==> src/rtl/lcd_frame_arbiter.sv <==
// Double-buffered 16x2 LCD frame shared by NUM_REQ round-robin writers.
// Back buffer takes cell writes; commit copies it atomically to the displayed front buffer.
module lcd_frame_arbiter #(
    parameter int         NUM_REQ    = 3,
    parameter logic [7:0] BLANK_CHAR = 8'h20
) (
    input  logic                   clk,
    input  logic                   rst,
    input  logic [NUM_REQ-1:0]     req_valid,
    input  logic [5*NUM_REQ-1:0]   req_addr,
    input  logic [8*NUM_REQ-1:0]   req_char,
    output logic [NUM_REQ-1:0]     req_ready,
    input  logic                   clear_start,
    input  logic                   commit,
    output logic                   busy,
    output logic                   commit_done,
    output logic [127:0]           row_1,
    output logic [127:0]           row_2
);
    localparam int          PW = $clog2(NUM_REQ);
    localparam logic [PW:0] NR = (PW+1)'(NUM_REQ);

    typedef enum logic {IDLE, CLEAR} state_t;

    state_t        state, state_nxt;
    logic [7:0]    bb [32];
    logic [7:0]    fb [32];
    logic [PW-1:0] ptr, gnt_idx;
    logic [PW:0]   cand;
    logic          gnt_any;
    logic [4:0]    cidx, cidx_nxt;
    logic          commit_pend, pend_nxt, do_commit;
    logic          wr_en;
    logic [4:0]    wr_addr;
    logic [7:0]    wr_char;

    // Rotating priority: first valid at or above ptr, wrapping modulo NUM_REQ.
    always_comb begin
        gnt_any = 1'b0;
        gnt_idx = '0;
        cand    = '0;
        for (int k = 0; k < NUM_REQ; k++) begin
            cand = {1'b0, ptr} + (PW+1)'(k);
            if (cand >= NR) cand = cand - NR;
            if (!gnt_any && req_valid[cand[PW-1:0]]) begin
                gnt_any = 1'b1;
                gnt_idx = cand[PW-1:0];
            end
        end
    end

    always_comb begin
        wr_addr = '0;
        wr_char = '0;
        for (int i = 0; i < NUM_REQ; i++) begin
            if (gnt_idx == PW'(i)) begin
                wr_addr = req_addr[5*i +: 5];
                wr_char = req_char[8*i +: 8];
            end
        end
    end

    always_comb begin
        state_nxt = state;
        cidx_nxt  = cidx;
        req_ready = '0;
        wr_en     = 1'b0;
        busy      = 1'b0;
        case (state)
            IDLE: begin
                wr_en = gnt_any;
                for (int i = 0; i < NUM_REQ; i++)
                    req_ready[i] = gnt_any && (gnt_idx == PW'(i));
                if (clear_start) begin
                    state_nxt = CLEAR;
                    cidx_nxt  = '0;
                end
            end
            CLEAR: begin
                busy     = 1'b1;
                cidx_nxt = cidx + 5'd1;
                if (cidx == 5'd31) state_nxt = IDLE;
            end
            default: state_nxt = IDLE;
        endcase
    end

    // Commits seen during a sweep are held and applied once the sweep ends.
    always_comb begin
        do_commit = (state == IDLE) && (commit || commit_pend);
        pend_nxt  = commit_pend;
        if (state == CLEAR && commit) pend_nxt = 1'b1;
        else if (do_commit)           pend_nxt = 1'b0;
    end

    always_ff @(posedge clk or negedge rst) begin
        if (!rst) begin
            state       <= IDLE;
            ptr         <= '0;
            cidx        <= '0;
            commit_pend <= 1'b0;
            commit_done <= 1'b0;
            for (int i = 0; i < 32; i++) begin
                bb[i] <= BLANK_CHAR;
                fb[i] <= BLANK_CHAR;
            end
        end else begin
            state       <= state_nxt;
            cidx        <= cidx_nxt;
            commit_pend <= pend_nxt;
            commit_done <= do_commit;
            if (do_commit)
                for (int i = 0; i < 32; i++) fb[i] <= bb[i];
            if (state == CLEAR) begin
                bb[cidx] <= BLANK_CHAR;
            end else if (wr_en) begin
                bb[wr_addr] <= wr_char;
                ptr <= (gnt_idx == PW'(NUM_REQ-1)) ? '0 : gnt_idx + PW'(1);
            end
        end
    end

    for (genvar i = 0; i < 16; i++) begin : g_row
        assign row_1[127-8*i -: 8] = fb[i];
        assign row_2[127-8*i -: 8] = fb[16+i];
    end

endmodule
==> config.mk <==
export PLATFORM = sky130hd
export DESIGN_NAME = lcd_frame_arbiter
export DESIGN_NICKNAME = d
export VERILOG_FILES = /design/src/rtl/lcd_frame_arbiter.sv
export SDC_FILE = /design/constraint.sdc
export NUM_CORES = 1
export LEC_CHECK = 0
export CORE_MARGIN = 4
export CORE_UTILIZATION = 45
export CTS_CLUSTER_DIAMETER = 50
export DETAILED_ROUTE_END_ITERATION = 16
export PLACE_DENSITY_LB_ADDON = 0.1
export SLEW_MARGIN = 20
export SYNTH_ARGS = -nofsm -noshare
export SYNTH_HDL_FRONTEND = slang
export SYNTH_SLANG_ARGS = --single-unit
==> constraint.sdc <==
create_clock -name clk -period 5.4 [get_ports clk]
set_input_delay 1.08 -clock clk [delete_from_list [all_inputs] [get_ports clk]]
set_output_delay 1.08 -clock clk [all_outputs]
set_load 0.1 [all_outputs]
==> flow_metrics.tcl <==
set metrics [dict create \
    fmax_ghz 0.2103 \
    ios 307 \
    firstDrtPassIters 5 \
    finalSetupTns_ps 0 \
    drive_gt1_share_pct 9.819 \
    synth_edf_count 0 \
    post_cts_resized 0 \
    grt_start_max_net_pins 145 \
    grt_pass1_vias 17050 \
    drc_errors 0 \
    fillCellCount 4095 \
    dr_total_vias 16640 \
    holdBufCountCts 0 \
    min_delay_path_depth 2 \
    worstPathRequired_ps 4320 \
    drv_cap 0 \
    worst-r2r-setup-slack_ps 1130 \
    core_area_um2 46460 \
    fp.dieH_um 224.5 \
    routabilityCongestion 0.8596 \
    period_needed_ps 4754 \
    synthToLayoutAreaGrowth_pct 27.52 \
    fin_crit_sh_pct 88.04 \
    synth_cell_types 63 \
    yosysTopAreaCell "dfrtp_1" \
    cts_sinks 522 \
    antenna_found_initial 5 \
    outcome "complete, no violations" \
    rr_startpoint "ptr[1]" \
    cts_setup_buffers 0 \
    clock-skew-final_ps 12.50 \
    dp_slack_ps 413.3 \
    endpoint_kind "output pin" \
    syn_area_um2 21090 \
    setup_viol 0 \
    nets 2379 \
    crit_arrival_ps 3670 \
    holdCritPathClass "register to register" \
    final_common_cell "nand2_1" \
    hold_start "row_2[117]" \
    whs_ps 456.9 \
    synthFlopType "dfrtp_1" \
    async_flop_share_pct 100.0 \
    grt_pass1_wl_um 100600 \
    portBuffers 306 \
    drtIter0Drc 1240 \
    grt_setup_unrepaired "no" \
    ys_seq_area_share_pct 62.31 \
    dpl.hpwl_um 40840 \
    cp_max_fo 10 \
    hold_path_end "row_2[117]" \
    grt.total_usage_pct 25.23 \
    routed_wl_um 64520 \
    die-area_um2 50400 \
    ant_nets 0 \
    viasPerCell 5.575 \
    cts.root.buffer_cell "clkbuf_16" \
    cts_buffers 58 \
    synth_seq_cells 522 \
    ctsLongestPathBuffers 3 \
    h-tree-depth 2 \
    synth.avg_cell_area_um2 10.28 \
    initial_core_util_pct 45.41 \
    std_cell_rows 79 \
    clk_pin_slew_ps 60 \
    syn-instance-count 2051 \
    ys_warn_count 0 \
    wl_per_cell_um 21.61 \
    overflow 0 \
    drv_slew 0 \
    layout_setup_ws_ps 645.7 \
    syn_nets 2106 \
    synthTopCellsByArea "dfrtp_1 (54%), nand2_1 (14%), a22o_1 (9.3%), dfstp_2 (8.0%), clkbuf_1 (2.1%)" \
    reg2regPathDepth 10 \
    finish.utilization_pct 57.90 \
    die_w_um 224.5 \
    max_slew.worst_pin.slew_ps 1092 \
    crit-reg2reg-capture "bb[110]" \
    clk_latency_ps 600 \
    layout_common_cells "nand2_1 (795), dfrtp_1 (457), clkdlybuf4s50_1 (302)" \
    hold_viol 0 \
    start_kind "primary input" \
    critical_path_class "primary input to output pin" \
    cts_tree "built" \
    synth_top_area_share_pct 54.33 \
    maxSlewHeadroom_pct 26.94 \
]
[synthesized netlist by cell type (11+ instances only)]
library cell  number
o32a_1            22
nor3_1            46
nand2_1          795
dfstp_2           64
a21oi_1           57
dfrtp_1          458
a32oi_1           21
a22o_1           224
nor2_1            69
clkbuf_1         117
nand3_1           16
o31a_1            11
nor3_2            11
[layer usage]
layer  GRT usage (%)  up-vias  wire, um
li1                -     7610         -
met1           35.46     8446     28580
met2           40.40      486     30760
met3           4.477      100      3374
met4           8.103        0      1805
met5               0        -         0
[cell type report]
type | count | area (um2) | share of cell area (%)
diodes | 5 | 12.51 | 0.04651
clock buffers | 86 | 1668 | 6.200
clock inverters | 23 | 292.8 | 1.088
inverters | 9 | 41.29 | 0.1535
multi-input cells | 1389 | 7536 | 28.02
flip-flops and latches | 522 | 13140 | 48.86
well taps | 607 | 759.5 | 2.823
repair buffers | 344 | 3446 | 12.81
[kinds of logic (layout without fill, tap and decap cells)]
kind of cell / after synthesis / after routing / synth area share, %
AO/OA/AOI/OAI: 406 / 406 / 15.91
flip-flops: 522 / 522 / 62.30
multiplexers: 5 / 5 / 0.2373
AND/OR/NAND/NOR: 967 / 967 / 18.38
other: 0 / 5 / 0
buffers and inverters: 140 / 462 / 2.545
XOR/XNOR: 2 / 2 / 0.08306
adder cells (fa/ha/maj): 9 / 9 / 0.5338
[how the worst max path moves through the flow]
stage	end	slack [ps]	startpoint
final	req_ready[0]	650	req_valid[0]
after global routing	req_ready[0]	420	req_valid[0]
after CTS	req_ready[0]	700	req_valid[0]
after detailed placement	bb[102]	410	req_valid[0]
after global placement	bb[100]	610	req_valid[1]
after floorplan	req_ready[0]	530	req_valid[2]
[stage by stage]
step,area (um2),std cells
6_report,26900,2985
5_1_grt,26900,2985
4_1_cts,26890,2980
3_5_place_dp,24930,2871
3_3_place_gp,24930,2871
2_1_floorplan,21090,2051
[critical path, cell delays in order]
cell,delay [ps]
clkdlybuf4s50_1,480
mux2i_1,300
o22ai_1,230
nor3_2,480
or3_1,270
buf_4,200
nand2_1,120
nor2_1,280
buf_12,220
[sequential cells by signal, summed over array words and instances (netlist names)]
| signal | flops |
|---|---|
| commit_pend | 1 |
| ptr | 2 |
| bb | 256 |
| row_1 | 128 |
| commit_done | 1 |
| state | 1 |
| cidx | 5 |
| row_2 | 128 |
Power is not shown: default switching activity piles up to over one toggle a cycle in this logic, so the estimate is an artifact.
